`src/rtl/parity_pkg.sv`:
```
// Shared definitions for the odd-parity serial checker and its generator counterpart.
package parity_pkg;

    typedef enum logic [1:0] {
        IDLE = 2'd0,
        DATA = 2'd1,
        PAR  = 2'd2
    } state_t;

    localparam int DATA_W_DEF = 8;
    localparam int CNT_W_DEF  = 8;

    // Odd parity is satisfied when the XOR over data and parity bit is 1.
    function automatic logic odd_ok(input logic acc, input logic pbit);
        return acc ^ pbit;
    endfunction

endpackage

```
`src/rtl/parity_chk_odd_rx_if.sv`:
```
// Bus bundle between the serial front end (master) and the checker (slave).
interface parity_chk_odd_rx_if
    import parity_pkg::*;
#(
    parameter int DATA_W = DATA_W_DEF,
    parameter int CNT_W  = CNT_W_DEF
);
    logic              bit_in;
    logic              bit_valid;
    logic              abort;
    logic [DATA_W-1:0] data_out;
    logic              data_valid;
    logic              par_err;
    logic              busy;
    logic [CNT_W-1:0]  err_count;

    modport master (
        output bit_in, bit_valid, abort,
        input  data_out, data_valid, par_err, busy, err_count
    );

    modport slave (
        input  bit_in, bit_valid, abort,
        output data_out, data_valid, par_err, busy, err_count
    );
endinterface

```
`src/rtl/parity_acc_odd.sv`:
```
// One-bit running XOR accumulator; clear has priority over enable.
module parity_acc_odd (
    input  logic clk,
    input  logic rst_n,
    input  logic clr,
    input  logic en,
    input  logic din,
    output logic acc
);
    logic acc_r;

    // Fold each enabled bit into the running parity; clear restarts a frame.
    always_ff @(posedge clk or negedge rst_n) begin
        if (!rst_n) begin
            acc_r <= 1'b0;
        end else if (clr) begin
            acc_r <= 1'b0;
        end else if (en) begin
            acc_r <= acc_r ^ din;
        end else begin
            acc_r <= acc_r;
        end
    end

    assign acc = acc_r;
endmodule

```
`src/rtl/parity_chk_odd_rx.sv`:
```
// Serial odd-parity checker / deserialiser: LSB-first data bits followed by an
// odd-parity bit, producing a word strobe, parity-error flag and saturating
// bad-frame counter.
module parity_chk_odd_rx
    import parity_pkg::*;
#(
    parameter int DATA_W = DATA_W_DEF,
    parameter int CNT_W  = CNT_W_DEF
) (
    input  logic              clk,
    input  logic              rst_n,
    parity_chk_odd_rx_if.slave bus
);
    localparam int               BC_W    = $clog2(DATA_W + 1);
    localparam logic [BC_W-1:0]  BC_LAST = BC_W'(DATA_W);
    localparam logic [CNT_W-1:0] CNT_MAX = {CNT_W{1'b1}};

    state_t            state_r;
    state_t            state_s;
    logic [BC_W-1:0]   bit_cnt_r;
    logic [BC_W-1:0]   bit_cnt_s;
    logic [DATA_W-1:0] shift_r;
    logic [DATA_W-1:0] shift_s;
    logic              busy_r;
    logic              busy_s;
    logic              acc_clr_s;
    logic              acc_en_s;
    logic              acc_s;
    logic              done_s;
    logic              check_ok_s;

    logic [DATA_W-1:0] data_out_r;
    logic              data_valid_r;
    logic              par_err_r;
    logic [CNT_W-1:0]  err_cnt_r;

    parity_acc_odd u_acc (
        .clk   (clk),
        .rst_n (rst_n),
        .clr   (acc_clr_s),
        .en    (acc_en_s),
        .din   (bus.bit_in),
        .acc   (acc_s)
    );

    // Only meaningful while the parity bit is being sampled.
    assign check_ok_s = odd_ok(acc_s, bus.bit_in);

    // Next-state, shift register, counter and accumulator control.
    always_comb begin
        state_s   = state_r;
        bit_cnt_s = bit_cnt_r;
        shift_s   = shift_r;
        busy_s    = busy_r;
        acc_clr_s = 1'b0;
        acc_en_s  = 1'b0;
        done_s    = 1'b0;

        if (bus.abort) begin
            // Any bit arriving with abort is dropped, even in IDLE.
            state_s   = IDLE;
            bit_cnt_s = {BC_W{1'b0}};
            acc_clr_s = 1'b1;
            busy_s    = 1'b0;
        end else if (bus.bit_valid) begin
            case (state_r)
                IDLE: begin
                    shift_s    = {DATA_W{1'b0}};
                    shift_s[0] = bus.bit_in;
                    bit_cnt_s  = BC_W'(1);
                    acc_en_s   = 1'b1;
                    busy_s     = 1'b1;
                    state_s    = (DATA_W == 1) ? PAR : DATA;
                end
                DATA: begin
                    for (int i = 0; i < DATA_W; i++) begin
                        if (bit_cnt_r == BC_W'(i)) begin
                            shift_s[i] = bus.bit_in;
                        end else begin
                            shift_s[i] = shift_r[i];
                        end
                    end
                    bit_cnt_s = bit_cnt_r + BC_W'(1);
                    acc_en_s  = 1'b1;
                    if (bit_cnt_s == BC_LAST) begin
                        state_s = PAR;
                    end else begin
                        state_s = DATA;
                    end
                end
                PAR: begin
                    done_s    = 1'b1;
                    bit_cnt_s = {BC_W{1'b0}};
                    acc_clr_s = 1'b1;
                    busy_s    = 1'b0;
                    state_s   = IDLE;
                end
                default: begin
                    state_s   = IDLE;
                    bit_cnt_s = {BC_W{1'b0}};
                    acc_clr_s = 1'b1;
                    busy_s    = 1'b0;
                end
            endcase
        end else begin
            state_s = state_r;
        end
    end

    // Frame-tracking state registers.
    always_ff @(posedge clk or negedge rst_n) begin
        if (!rst_n) begin
            state_r   <= IDLE;
            bit_cnt_r <= {BC_W{1'b0}};
            shift_r   <= {DATA_W{1'b0}};
            busy_r    <= 1'b0;
        end else begin
            state_r   <= state_s;
            bit_cnt_r <= bit_cnt_s;
            shift_r   <= shift_s;
            busy_r    <= busy_s;
        end
    end

    // Completed-frame outputs and saturating bad-frame counter.
    always_ff @(posedge clk or negedge rst_n) begin
        if (!rst_n) begin
            data_out_r   <= {DATA_W{1'b0}};
            data_valid_r <= 1'b0;
            par_err_r    <= 1'b0;
            err_cnt_r    <= {CNT_W{1'b0}};
        end else begin
            data_valid_r <= done_s;
            if (done_s) begin
                data_out_r <= shift_r;
                par_err_r  <= ~check_ok_s;
                if (!check_ok_s && (err_cnt_r != CNT_MAX)) begin
                    err_cnt_r <= err_cnt_r + CNT_W'(1);
                end else begin
                    err_cnt_r <= err_cnt_r;
                end
            end else begin
                data_out_r <= data_out_r;
                par_err_r  <= par_err_r;
                err_cnt_r  <= err_cnt_r;
            end
        end
    end

    assign bus.data_out   = data_out_r;
    assign bus.data_valid = data_valid_r;
    assign bus.par_err    = par_err_r;
    assign bus.busy       = busy_r;
    assign bus.err_count  = err_cnt_r;

endmodule

```
`src/flat_wrapper.sv`:
```
// flat-port wrapper written by rule: the top's interface ports become plain ports
module parity_chk_odd_rx_flat import parity_pkg::*;
#(
    parameter int DATA_W = DATA_W_DEF,
    parameter int CNT_W  = CNT_W_DEF
)
  (clk, rst_n, bus_bit_in, bus_bit_valid, bus_abort, bus_data_out, bus_data_valid, bus_par_err, bus_busy, bus_err_count);
  parity_chk_odd_rx_if #(.DATA_W(DATA_W), .CNT_W(CNT_W)) bus_i ();
  input  logic clk;
  input  logic rst_n;
  input wire logic [$bits(bus_i.bit_in)-1:0] bus_bit_in;
  input wire logic [$bits(bus_i.bit_valid)-1:0] bus_bit_valid;
  input wire logic [$bits(bus_i.abort)-1:0] bus_abort;
  output wire logic [$bits(bus_i.data_out)-1:0] bus_data_out;
  output wire logic [$bits(bus_i.data_valid)-1:0] bus_data_valid;
  output wire logic [$bits(bus_i.par_err)-1:0] bus_par_err;
  output wire logic [$bits(bus_i.busy)-1:0] bus_busy;
  output wire logic [$bits(bus_i.err_count)-1:0] bus_err_count;
  assign bus_i.bit_in = bus_bit_in;
  assign bus_i.bit_valid = bus_bit_valid;
  assign bus_i.abort = bus_abort;
  assign bus_data_out = bus_i.data_out;
  assign bus_data_valid = bus_i.data_valid;
  assign bus_par_err = bus_i.par_err;
  assign bus_busy = bus_i.busy;
  assign bus_err_count = bus_i.err_count;
  parity_chk_odd_rx #(.DATA_W(DATA_W), .CNT_W(CNT_W)) u_core (.clk(clk), .rst_n(rst_n), .bus(bus_i));
endmodule
```
`config.mk`:
```
export PLATFORM = sky130hd
export DESIGN_NAME = parity_chk_odd_rx_flat
export DESIGN_NICKNAME = d
export VERILOG_FILES = /design/src/rtl/parity_pkg.sv /design/src/rtl/parity_chk_odd_rx_if.sv /design/src/rtl/parity_acc_odd.sv /design/src/rtl/parity_chk_odd_rx.sv /design/src/flat_wrapper.sv
export SDC_FILE = /design/constraint.sdc
export NUM_CORES = 1
export LEC_CHECK = 0
export CORE_ASPECT_RATIO = 1.5
export CORE_UTILIZATION = 53
export DETAILED_ROUTE_END_ITERATION = 8
export PLACE_DENSITY = 0.82
export SLEW_MARGIN = 20
export SYNTH_ARGS = -nofsm -noshare
export SYNTH_HDL_FRONTEND = slang
export SYNTH_HIERARCHICAL = 1
export SYNTH_SLANG_ARGS = --single-unit
```
`constraint.sdc`:
```
create_clock -name clk -period 2.1 [get_ports clk]
set_clock_uncertainty 0.1 [all_clocks]
set_input_delay 0.42 -clock clk [delete_from_list [all_inputs] [get_ports clk]]
set_output_delay 0.42 -clock clk [all_outputs]
set_load 0.01 [all_outputs]
```
---- Yosys cells after proc, flatten, opt, wreduce, memory -nomap -nowiden ----
Index checks and enable logic that the tools add are counted.
operators by class
  $add $sub $neg .......................... 2
  equality and inequality tests ........... 20
  muxes and demuxes ....................... 30
  bitwise gates (word level) .............. 3
  reduce and logical (&&, ||, !) cells .... 18
operators by type and width
  operator                                                                 count
  4-bit AND reduction                                                      8
  1-bit two-way mux                                                        21
  4-bit by 3-bit equality test with 1-bit output, second input constant    4
  2-bit by 1-bit inequality test with 1-bit output, second input constant  8
  8-bit case mux with 2 select lines                                       1
  8-bit by 1-bit adder with 8-bit output, second input constant            1
  4-bit by 2-bit equality test with 1-bit output, second input constant    2
  4-bit two-way mux                                                        2
  8-bit inequality test, second input constant                             1
  4-bit case mux with 2 select lines                                       1
  2-bit two-way mux                                                        3
  2-bit nonzero test                                                       3
  4-bit by 1-bit adder with 4-bit output, second input constant            1
  4-bit by 1-bit equality test with 1-bit output, second input constant    1
  4-bit equality test, second input constant                               1
  4-bit zero test                                                          1
  2-bit case mux with 2 select lines                                       1
  2-bit AND reduction                                                      2
  2-bit by 1-bit equality test with 1-bit output, second input constant    1
  2-bit equality test, second input constant                               1
  2-bit zero test                                                          1
  2-bit inequality test, second input constant                             1
  1-bit NOT                                                                2
  1-bit case mux with 2 select lines                                       1
  other kinds (4)                                                          4
storage, ports and cells
  register bits after elaboration ......... 34
  output and inout bits ................... 19
  logic and storage cells ................. 89

---- Logic depth before layout (Yosys ltp) ----
Gate-level depths: netlist of run 1.
  depth after elaboration ................. 7
  depth in mapped cells ................... 6

---- Hierarchy ----
The synthesis of run 1 kept the hierarchy.
modules (own cells, without submodules)
  module             instances  cells an instance  area an instance (um^2)  seq. area each (um^2)
  parity_chk_odd_rx  1          159                1626.6                   825.8
  parity_acc_odd     1          4                  51.3                     25.0

---- Least setup slack after synthesis of run 1 ----
Ideal clock, no wire load.
  kind .................................... in2reg
  from .................................... input bus_abort
  to ...................................... register u_core.shift_r[0]
  setup time .............................. 127 ps
  data arrival time ....................... 1473 ps
  required time ........................... 1873 ps
  slack ................................... 400 ps
  stages on the path ...................... 5
  path through ............................ buf_6 or3b_1 buf_4 nor2_1 mux2_1
on the way
  word-level cells in the longest chain between the ends .. 2
RTL lines
  what                                  RTL line                  text
  start, declared                       flat_wrapper.sv:13        input wire logic [$bits(bus_i.abort)-1:0] bus_abort;
  1-bit NOT (no source line)            -
  4-bit AND reduction (no source line)  -
  end signal, assigned                  parity_chk_odd_rx.sv:115  shift_r <= {DATA_W{1'b0}};
  end signal, assigned                  parity_chk_odd_rx.sv:120  shift_r <= shift_s;
  end, declared                         parity_chk_odd_rx.sv:22   logic [DATA_W-1:0] shift_r;
No other way between the ends.
A chain may end at the register's enable or synchronous reset.

---- Worst setup path in the final report of run 1 ----
  from .................................... input bus_abort
  to ...................................... register u_core.shift_r[5]
Same word-level chain as after synthesis.

==> flow_summary.ini, run 1 <==
[status]
outcome = finished clean

[cts]
cts_buffers = 5
clock_path_buffers = 2
htree_levels = 2
cts_root_buffer = clkbuf_8
cts.sinks = 34
clock_latency_ps = 290
cts_resized = 0
clk_pin_slew_worst_paths_ps = 60
cts_tree = built
holdBufCountCts = 0
post_cts_buffers = 0

[drt]
drcViolationCount = 0
vias = 1335
wl_um = 3420
drtIter0Drc = 43
drtAntennaViolNets = 0
viasPerCell = 5.59
drt_pass1_iterations = 4
wl_per_cell_um = 14.3

[setup_path]
worstSetupPathType = primary input to register
crit_path_end_kind = register
cp_max_fo = 9
cp_data_arrival_time_ps = 2000
crit_path_start_kind = primary input
cp_data_required_time_ps = 2170

[placement]
placed_area_um2 = 2000
gp_congestion = 0.872
io_buffers = 23
pre_cts_ws_ps = -109
hpwl_um = 2440

[sta]
slew_headroom = 0.714
tightestPinTransition_ps = 428
hold_viol = 0
min_period_ps = 1930
finalSetupViolations = 0
worst_slack_ps = 169
fmax_mhz = 518
timing.final.max_slew_violations = 0
rsz0062_at_grt = false
tns_ps = 0
period_share = 0.919

[grt]
grt_max_degree = 35
antenna_found_initial = 0
grt_util_all_layers = 0.233
grt_pass1_wl_um = 5500
grt_pass1_vias = 1290
grt_overflow_total = 0

[logic_synthesis]
syn_inst = 163
synth_commonest_cells = dfrtp_1, nand2_1, a21oi_1, nor2_1
synthFlopType = dfrtp_1
synth_edf_count = 0
netlist.area_leader.share = 0.507
yosysWarnings = 6
synth_area_leader_cell = dfrtp_1
synth_cell_types = 42
synth_most_common_cell = dfrtp_1
async_reset_ff_frac = 1.00
synth_area_leaders = dfrtp_1, nand2_1, mux2_1, a21oi_1, ha_1
syn_nets = 173
ys_seq_elements = 34
synth_area_um2 = 1680
avgSynthCellArea_um2 = 10.3
ys_seq_area_frac = 0.507

[cells_and_area]
design_area_um2 = 2100
drive_above_1_share = 0.140
antenna_cells = 0
syn_to_final_growth_pct = 24.9
fin_nets = 209

[die]
die_area_um2 = 3400
pin_count = 24
num_rows = 24
initial_core_util = 0.564
coreArea_um2 = 2970
die_y_um = 70.9
dieWidth_um = 47.9

[worst_hold_path]
hold_class = register to register

[pwr]
ir_drop_mv = 0.608
p_per_area_nw_per_um2 = 616
p_leak_nw = 1.00

[flow_run]
max_cap_violations = 0
layout by cell type, fill, tap and decap left out, types with 2 or more instances in the layout:
cell type / count
nand3b_1: 4
inv_2: 2
dfrtp_1: 34
a21oi_1: 13
a21oi_2: 2
clkbuf_8: 6
nand4_1: 4
nand2_1: 31
buf_4: 10
a21o_1: 3
mux2_1: 6
ha_1: 5
nand3_1: 6
nand2b_1: 3
nor2_1: 10
nor2b_1: 4
o21ai_1: 2
clkdlybuf4s50_1: 23
and3_1: 2
xnor2_1: 4
inv_1: 4
kinds of logic after synthesis:
| family | after synthesis | synth area share |
|---|---|---|
| AND/OR/NAND/NOR | 71 | 0.226 |
| flip-flops | 34 | 0.507 |
| AO/OA/AOI/OAI | 29 | 0.112 |
| buffers and inverters | 10 | 0.0298 |
| multiplexers | 9 | 0.0619 |
| XOR/XNOR | 5 | 0.0261 |
| adder cells (fa/ha/maj) | 5 | 0.0373 |
state kept, by name, summed over array words and instances (netlist names):
name,flops
u_core/shift_r,8
u_core/bit_cnt_r,4
u_core/bus.err_count,8
u_core/state_r,2
u_core/bus.data_out,8
u_core/u_acc/acc,1
u_core/bus.data_valid,1
u_core/bus.busy,1
u_core/bus.par_err,1
path summary, 6_finish.rpt:
check	from	endpoint	slack, ps	cells after the start
max	bus_abort	u_core/shift_r[5]	170	4
min	u_core/bus.data_out[1]	u_core/bus.data_out[1]	370	2
max reg2reg	u_core/state_r[1]	u_core/shift_r[5]	290	3
min reg2reg	u_core/bus.data_out[1]	u_core/bus.data_out[1]	370	2
max in group asynchronous	rst_n	u_core/bus.err_count[3]	1160	2
min in group asynchronous	rst_n	u_core/shift_r[3]	430	2
layout make-up:
| cell class | instances | area (um^2) |
|---|---|---|
| Fill cell | 229 | 877 |
| Sequential cell | 34 | 851 |
| Multi-Input combinational cell | 119 | 777 |
| Clock inverter | 1 | 5.00 |
| Inverter | 6 | 22.5 |
| Clock buffer | 7 | 86.3 |
| Timing Repair Buffer | 33 | 305 |
| Tap cell | 39 | 48.8 |
routing by layer:
layer  global-route usage  wire length (um)
met1                0.242              1330
met2                0.393              1910
met3               0.0791               134
met4                0.114                51
met5                    0                 0
per-stage QoR:
step                total power, mW  cells  utilization  hold WS (ps)
finish                         1.29    239        0.705           374
global route                   1.34    239        0.705           399
CTS                            1.30    239        0.705           377
detailed placement            0.809    231        0.674           359
global placement              0.801    231        0.674           351
floorplan                     0.758    163            -          24.4
where the power goes:
| part | leakage, nW | switching, mW | internal (mW) | total (mW) |
|---|---|---|---|---|
| clock | 0.0482 | 0.230 | 0.264 | 0.494 |
| combinational | 0.490 | 0.0588 | 0.0463 | 0.105 |
| sequential | 0.466 | 0.0174 | 0.675 | 0.693 |
critical path: stages:
cell and delay (ps):
clkdlybuf4s50_1 460, or3b_1 560, nor2_1 210, mux2_1 340
Note: power is estimated with default switching activity, not from simulation.
==> inputs of run 2 (changes only) <==
--- a/config.mk
+++ b/config.mk
@@ -6,9 +6,10 @@
 export NUM_CORES = 1
 export LEC_CHECK = 0
 export CORE_ASPECT_RATIO = 1.5
-export CORE_UTILIZATION = 53
+export CORE_UTILIZATION = 60
 export DETAILED_ROUTE_END_ITERATION = 8
-export PLACE_DENSITY = 0.82
+export DONT_BUFFER_PORTS = 1
+export PLACE_DENSITY = 0.8
 export SLEW_MARGIN = 20
 export SYNTH_ARGS = -nofsm -noshare
 export SYNTH_HDL_FRONTEND = slang
==> run 2 against run 1 <==
Net effect: fmax is 8.0% higher; first-iteration DRC count is 35% lower; sequential cell count stayed put; final cell count is 15% lower; worst hold slack worse by 280 ps; worst setup slack better by 140 ps; count of clock-buffer cells in the layout is 1 lower; highest routed layer unchanged.
==> flow_summary.ini, run 2 (synthesis gave the netlist of run 1 again) <==
[cells_and_area]
final_cell_mix = dfrtp_1, nand2_1, a21oi_1, nor2_1
drive_above_1_share = 0.108
fin_nets = 178
multiInputGateArea_um2 = 777
syn_to_final_growth_pct = 7.83
antenna_cells = 0
design_area_um2 = 1810
layout_commonest_cell = dfrtp_1
nFillCells = 207
seqCellArea_um2 = 851

[grt]
grt_max_degree = 35
grt_util_all_layers = 0.248
grt_overflow_total = 0
grt_pass1_wl_um = 5240
grt_pass1_vias = 1205
antenna_found_initial = 0

[pwr]
pwr-share-clk = 0.371
switching_share = 0.216
p_leak_nw = 0.884
finalPower_mw = 1.23
p_int_uw = 962
p_per_area_nw_per_um2 = 678
ir_drop_mv = 0.521
power_frac_seq = 0.564
p_switching_uw = 265
power_frac_comb = 0.065

[setup_path]
crit_path_start_kind = register
cp_data_required_time_ps = 2160
worstSetupPathType = register to register
critPathMaxStageDelay_ps = 440
crit_path_end_kind = register
crit_path_top_delay_cell = dfrtp_1
worstPathCellList = nand4bb_4, nor3_4, nand3_2, mux2_4
cp_data_arrival_time_ps = 1850
cp_max_fo = 13

[die]
pin_count = 24
die_area_um2 = 3020
num_rows = 23
dieWidth_um = 45.2
die_y_um = 66.8
coreArea_um2 = 2680
initial_core_util = 0.627

[cts]
cts_resized = 0
post_cts_buffers = 0
cts.sinks = 34
cts_buffers = 5
htree_levels = 2
clock_path_buffers = 2
cts_root_buffer = clkbuf_8
clock_latency_ps = 280
cts_tree = built
clk_pin_slew_worst_paths_ps = 60

[flow_run]
max_cap_violations = 0

[drt]
drt_pass1_iterations = 4
wl_per_cell_um = 14.5
wl_um = 2950
drtIter0Drc = 28
vias = 1141
drcViolationCount = 0
viasPerCell = 5.59
drtAntennaViolNets = 0

[sta]
min_period_ps = 1790
hold_viol = 0
finalSetupViolations = 0
slew_headroom = 0.669
worst_slack_ps = 312
rsz0062_at_grt = false
tns_ps = 0
period_share = 0.851
timing.final.max_slew_violations = 0
fmax_mhz = 559
tightestPinTransition_ps = 494

[status]
outcome = finished clean

[placement]
gp_congestion = 0.812
hpwl_um = 2100
pre_cts_ws_ps = 304
placed_area_um2 = 1700
io_buffers = 0

[worst_hold_path]
hold_class = primary input to register
==> run 2: changes by cell type in the layout (fill, tap and decap cells not counted), sizes merged <==
| cell | delta |
|---|---|
| dlygate4sd3 | +1 |
| clkbuf | -1 |
| buf | -9 |
| clkdlybuf4s50 | -23 |
| clkinv | -1 |
==> run 2: through the flow <==
step	hold WS, ps	util	std cells
floorplan	24.4	-	163
global placement	25.0	0.634	196
detailed placement	25.0	0.634	196
CTS	80.2	0.676	204
global route	81.1	0.676	204
finish	94.7	0.676	204
==> run 2: worst paths after layout <==
path,to,cells past startpoint,start,slack [ps]
max in group asynchronous,u_core/shift_r[0],2,rst_n,1240
min in group asynchronous,u_core/bus.err_count[4],2,rst_n,500
setup reg to reg,u_core/bus.err_count[7],4,u_core/state_r[0],310
hold reg to reg,u_core/bus.data_out[4],2,u_core/shift_r[4],370
hold / removal,u_core/bit_cnt_r[1],1,bus_abort,90
setup / recovery,u_core/bus.err_count[7],4,u_core/state_r[0],310
==> run 2: power groups by stage <==
| stage | registers [mW] | logic, mW | clock network (mW) |
|---|---|---|---|
| after global placement | 0.703 | 0.0593 | 0 |
| after floorplan | 0.699 | 0.0584 | 0 |
| after CTS | 0.693 | 0.0810 | 0.476 |
| final | 0.692 | 0.0800 | 0.455 |
| after global routing | 0.696 | 0.0898 | 0.497 |
| after detailed placement | 0.704 | 0.0618 | 0 |
==> run 2: critical path, delay by kind of cell, from the launching register on <==
family,cells,cell delay (ps)
muxes,1,320
DFF,1,440
and+or+nand+nor,3,820
==> run 2: area by class of cell <==
| cell class | instances | share of cell area |
|---|---|---|
| sequential | 34 | 0.470 |
| tap | 37 | 0.0256 |
| clock buffer | 6 | 0.0456 |
| multi-input combinational | 119 | 0.429 |
| timing repair buffer | 2 | 0.0166 |
| inverter | 6 | 0.0124 |
==> run 2: per-layer routing <==
metal  wire, um  GRT usage  up-vias
met4         87      0.167        0
met2       1530      0.395       28
met1       1230      0.271      537
met5          0          0        -
li1           -          -      568
met3        100     0.0813        8
==> run 2: timing repair <==
item                       CTS  global route
hold endpoints to repair    34             0
setup endpoints to repair    0             0
hold buffers                 2             0
